`src/rtl/mmm_pkg.sv`:
```
// Shared core definitions: widths and the instruction-queue entry type.
// Imported by the fetch/decode decoupling logic.
package mmm_pkg;

  localparam int XLEN     = 32;
  localparam int ILEN     = 32;
  localparam int IQ_DEPTH = 4;

  typedef struct packed {
    logic [XLEN-1:0] pc;
    logic [ILEN-1:0] instr;
  } iq_entry_t;

endpackage

```
`src/rtl/instr_queue.sv`:
```
// Fetch-to-decode instruction FIFO with valid/ready on both sides.
// Flush discards all entries; ready depends only on registered state.
module instr_queue
  import mmm_pkg::*;
#(
  parameter int DEPTH = IQ_DEPTH
) (
  input  logic                       clk_i,
  input  logic                       rst_n_i,
  input  logic                       flush_i,
  input  logic                       fetch_valid_i,
  output logic                       fetch_ready_o,
  input  logic [ILEN-1:0]            fetch_instr_i,
  input  logic [XLEN-1:0]            fetch_pc_i,
  output logic                       issue_valid_o,
  input  logic                       issue_ready_i,
  output logic [ILEN-1:0]            issue_instr_o,
  output logic [XLEN-1:0]            issue_pc_o,
  output logic [$clog2(DEPTH):0]     count_o
);

  localparam int PW = $clog2(DEPTH);
  localparam int CW = PW + 1;

  iq_entry_t     mem [DEPTH];
  iq_entry_t     head;
  logic [PW-1:0] rd_q, rd_d;
  logic [PW-1:0] wr_q, wr_d;
  logic [CW-1:0] cnt_q, cnt_d;
  logic          push, pop;

  assign fetch_ready_o = (cnt_q != CW'(DEPTH));
  assign issue_valid_o = (cnt_q != '0);
  assign push          = fetch_valid_i & fetch_ready_o;
  assign pop           = issue_valid_o & issue_ready_i;
  assign count_o       = cnt_q;

  assign head          = mem[rd_q];
  assign issue_instr_o = issue_valid_o ? head.instr : '0;
  assign issue_pc_o    = issue_valid_o ? head.pc : '0;

  always_comb begin
    rd_d  = rd_q;
    wr_d  = wr_q;
    cnt_d = cnt_q;
    if (flush_i) begin
      rd_d  = '0;
      wr_d  = '0;
      cnt_d = '0;
    end else begin
      if (push) wr_d = wr_q + 1'b1;
      if (pop)  rd_d = rd_q + 1'b1;
      case ({push, pop})
        2'b10:   cnt_d = cnt_q + 1'b1;
        2'b01:   cnt_d = cnt_q - 1'b1;
        default: cnt_d = cnt_q;
      endcase
    end
  end

  always_ff @(posedge clk_i) begin
    if (!rst_n_i) begin
      rd_q  <= '0;
      wr_q  <= '0;
      cnt_q <= '0;
    end else begin
      rd_q  <= rd_d;
      wr_q  <= wr_d;
      cnt_q <= cnt_d;
    end
  end

  // Storage carries no reset; occupancy alone qualifies it.
  always_ff @(posedge clk_i) begin
    if (rst_n_i && push && !flush_i) begin
      mem[wr_q] <= '{pc: fetch_pc_i, instr: fetch_instr_i};
    end
  end

  a_cnt_max : assert property (
    @(posedge clk_i) disable iff (!rst_n_i)
    cnt_q <= CW'(DEPTH));

  a_cnt_ptr : assert property (
    @(posedge clk_i) disable iff (!rst_n_i)
    cnt_q[PW-1:0] == PW'(wr_q - rd_q));

  a_no_pop_empty : assert property (
    @(posedge clk_i) disable iff (!rst_n_i)
    pop |-> (cnt_q != '0));

  a_hold : assert property (
    @(posedge clk_i) disable iff (!rst_n_i)
    (fetch_valid_i && !fetch_ready_o && !flush_i)
    |=> (fetch_valid_i && $stable(fetch_pc_i)
         && $stable(fetch_instr_i)));

endmodule
```
`config.mk`:
```
export PLATFORM = sky130hd
export DESIGN_NAME = instr_queue
export DESIGN_NICKNAME = d
export VERILOG_FILES = /design/src/rtl/mmm_pkg.sv /design/src/rtl/instr_queue.sv
export SDC_FILE = /design/constraint.sdc
export NUM_CORES = 1
export LEC_CHECK = 0
export CAP_MARGIN = 20
export CORE_UTILIZATION = 59
export DETAILED_ROUTE_END_ITERATION = 16
export PLACE_DENSITY = 0.91
export SLEW_MARGIN = 10
export SYNTH_ARGS = -nofsm -noshare
export SYNTH_HDL_FRONTEND = slang
export SYNTH_SLANG_ARGS = --single-unit
```
`constraint.sdc`:
```
create_clock -name clk_i -period 4.5 [get_ports clk_i]
set_input_delay 0.9 -clock clk_i [delete_from_list [all_inputs] [get_ports clk_i]]
set_output_delay 0.9 -clock clk_i [all_outputs]
set_load 0.03 [all_outputs]
```
==> qor.txt <==
met1 usage: 0.281
R2R setup slack: 2.02 ns
largest net degree at the start of global routing: 66
# IOs: 138
Placed Cells incl. Taps: 795
DR pass1 iterations: 5
die span in x: 134 um
leak pwr: 3.99 nW
CP Capture Type: primary output
Max VDD drop: 0.385 mV
worst r2r src: count_o[2]$_SDFFE_PP0P_
Antenna Nets Post-Route: 0
via count: 4854
first-pass GRT wire length: 28700 um
post-synthesis sequential area ratio: 0.770
# Post-CTS Setup Buffers: 0
Initial Util: 0.609
Via-to-Cell Ratio: 5.74
minimum clock period: 3.63 ns
critical path arrival: 2.73 ns
RR Endpoint: count_o[2]$_SDFFE_PP0P_
Area contributors post-synth: edfxtp_1 75%, mux4_2 13%, and2_1 3.9%, dfxtp_1 1.8%, buf_12 1.2%
setup TNS: 0 ns
worst clock skew: 0.00791 ns
placed cell areas: 0.0117 mm2
Worst setup SP type: register
Yosys top cell area share: 0.753
initial antenna violation count: 2
area leader, netlist: edfxtp_1
Filler cells: 918
commonest non-fill, non-tap cell in the layout: edfxtp_1
busiest grt layer: met2
maximum clock frequency: 0.275 GHz
layout cells sized above 1: 0.179
Die H: 134 um
Root Driver: clkbuf_16
Distinct cells, synth: 27
outcome: completed
Post-Syn Area: 0.0102 mm2
HPWL after detailed placement: 10300 um
final instance area: 0.0126 mm2
CTS H-tree lvls: 1
RSZ-0062 raised after global routing: false
Setup Viol. Count Final: 0
Total Routed Length: 18400 um
global routing usage on met2: 0.363
power density cells: 415 mW/mm2
DRT iter0 DRCs: 337
CTS max path bufs: 3
CTS clk-pin slew, worst paths: 0.06 ns
number of global-route vias before repair: 5282
Final #Nets: 679
Max FO, Critical Path: 20
Mapped Cells: 457
number of max-cap violations: 0
most frequent cells in the layout: 256 x edfxtp_1, 137 x clkdlybuf4s50_1, 64 x and2_1
Reg area: 0.00788 mm2
post-CTS sizing: 0
CTS tree: yes
Total GRT Usage: 0.215
Sink Count: 265
Rows: 47
final non-filler cell total: 846
Area growth, synth to finish: 23.5%
Slew @ Worst Pin: 1.01 ns
Post-CTS Hold Fix Bufs: 0
Core Footprint: 0.0168 mm2
Fin. Hold Viols: 0
Pins Over Slew Limit: 0
Critical Path End: issue_instr_o[1]
Syn Nets: 532
part of the cycle the worst path needs: 0.807
wire length per cell: 21.8 um
GRT met3 Usage: 0.0422
Num CTS Buffers: 26
Slew Limit Headroom: 0.327
Port Buf Inserts: 137
Mean Syn Cell Area: 22.3 um2
grt total ovfl: 0
HP Class: register to register
#FFs+latches synth: 265
die area: 0.0178 mm2
Warnings, synthesis: 0
CP required: 3.60 ns
clock latency on the worst-skew pair: 0.51 ns
Worst Path Class, Setup: register to primary output
area occupied by multi-input gates: 0.00215 mm2
GPL Wtd Cong: 0.683
# DRC: 0
reg2reg path depth: 9
[cells in the mapped netlist]
library cell and n:
buf_12 6, or3_1 2, clkbuf_2 1, mux4_1 4
nand2_1 1, nor2_1 6, and2_1 64, nand4_1 2
a21oi_1 2, or3b_4 1, ha_1 5, o311ai_0 1
xor2_1 4, o21ai_0 2, mux4_2 60, buf_2 6
edfxtp_1 256, clkbuf_1 7, fa_1 1, nor2b_1 1
dfxtp_1 9, o31ai_1 2, and2_4 1, nand2b_1 1
inv_1 7, and3_1 4, buf_6 1
[through the flow]
step | setup WS, ns | hold WS (ns) | utilization | power, mW
4_1_cts | 0.595 | 0.507 | 0.751 | 5.27
3_3_place_gp | 1.33 | 0.478 | 0.700 | 3.13
2_1_floorplan | 1.30 | 0.470 | - | 2.97
5_1_grt | 0.734 | 0.555 | 0.752 | 5.39
3_5_place_dp | 1.18 | 0.502 | 0.700 | 3.15
6_report | 0.870 | 0.518 | 0.753 | 5.24
[kinds of logic (layout without fill, tap and decap cells)]
| group | after synthesis | in the layout | synth area share |
|---|---|---|---|
| multiplexers | 64 | 64 | 0.143 |
| XOR/XNOR | 4 | 4 | 0.00343 |
| other | 0 | 2 | 0 |
| AND/OR/NAND/NOR | 83 | 83 | 0.0499 |
| adder cells (fa/ha/maj) | 6 | 6 | 0.00809 |
| flip-flops | 265 | 265 | 0.770 |
| AO/OA/AOI/OAI | 7 | 7 | 0.00429 |
| buffers and inverters | 28 | 195 | 0.0214 |
[flip-flops by register name (all words and copies together) (netlist names), named ones only]
signal   cells
mem        256
wr_q         2
count_o      3
rd_q         2
[final cells by class]
type,count,share of cell area
Timing Repair Buffer,140,0.112
Antenna cell,2,0.000397
Clock inverter,12,0.00913
Inverter,7,0.00208
Tap cell,220,0.0218
Sequential cell,265,0.624
Clock buffer,36,0.0594
Multi-Input combinational cell,164,0.170
[how the worst min path moves through the flow]
stage | depth (start not counted) | start | to
6_report | 2 | wr_q[0]$_SDFFE_PP0P_ | wr_q[0]$_SDFFE_PP0P_
5_1_grt | 2 | wr_q[0]$_SDFFE_PP0P_ | wr_q[0]$_SDFFE_PP0P_
2_1_floorplan | 2 | wr_q[0]$_SDFFE_PP0P_ | wr_q[0]$_SDFFE_PP0P_
4_1_cts | 2 | wr_q[0]$_SDFFE_PP0P_ | wr_q[0]$_SDFFE_PP0P_
3_3_place_gp | 2 | wr_q[0]$_SDFFE_PP0P_ | wr_q[0]$_SDFFE_PP0P_
3_5_place_dp | 2 | wr_q[0]$_SDFFE_PP0P_ | wr_q[0]$_SDFFE_PP0P_
[power by group]
group          internal [mW]  switching (mW)
combinational          0.169           0.187
clock                   1.28           0.863
sequential              2.73         0.00996
total                   4.18            1.06
[worst max-delay path, stage by stage (launching register included)]
cell and delay, ns:
dfxtp_4 0.44, buf_4 0.40, mux4_1 0.59, and2_1 0.17, clkdlybuf4s50_1 0.61
[layer usage]
| metal | wire length [um] | vias up |
|---|---|---|
| met2 | 9560 | 187 |
| met3 | 1120 | 40 |
| met5 | 0 | - |
| met4 | 521 | 0 |
| met1 | 7220 | 2475 |
| li1 | - | 2152 |
Power figures use the tool's default switching activity.
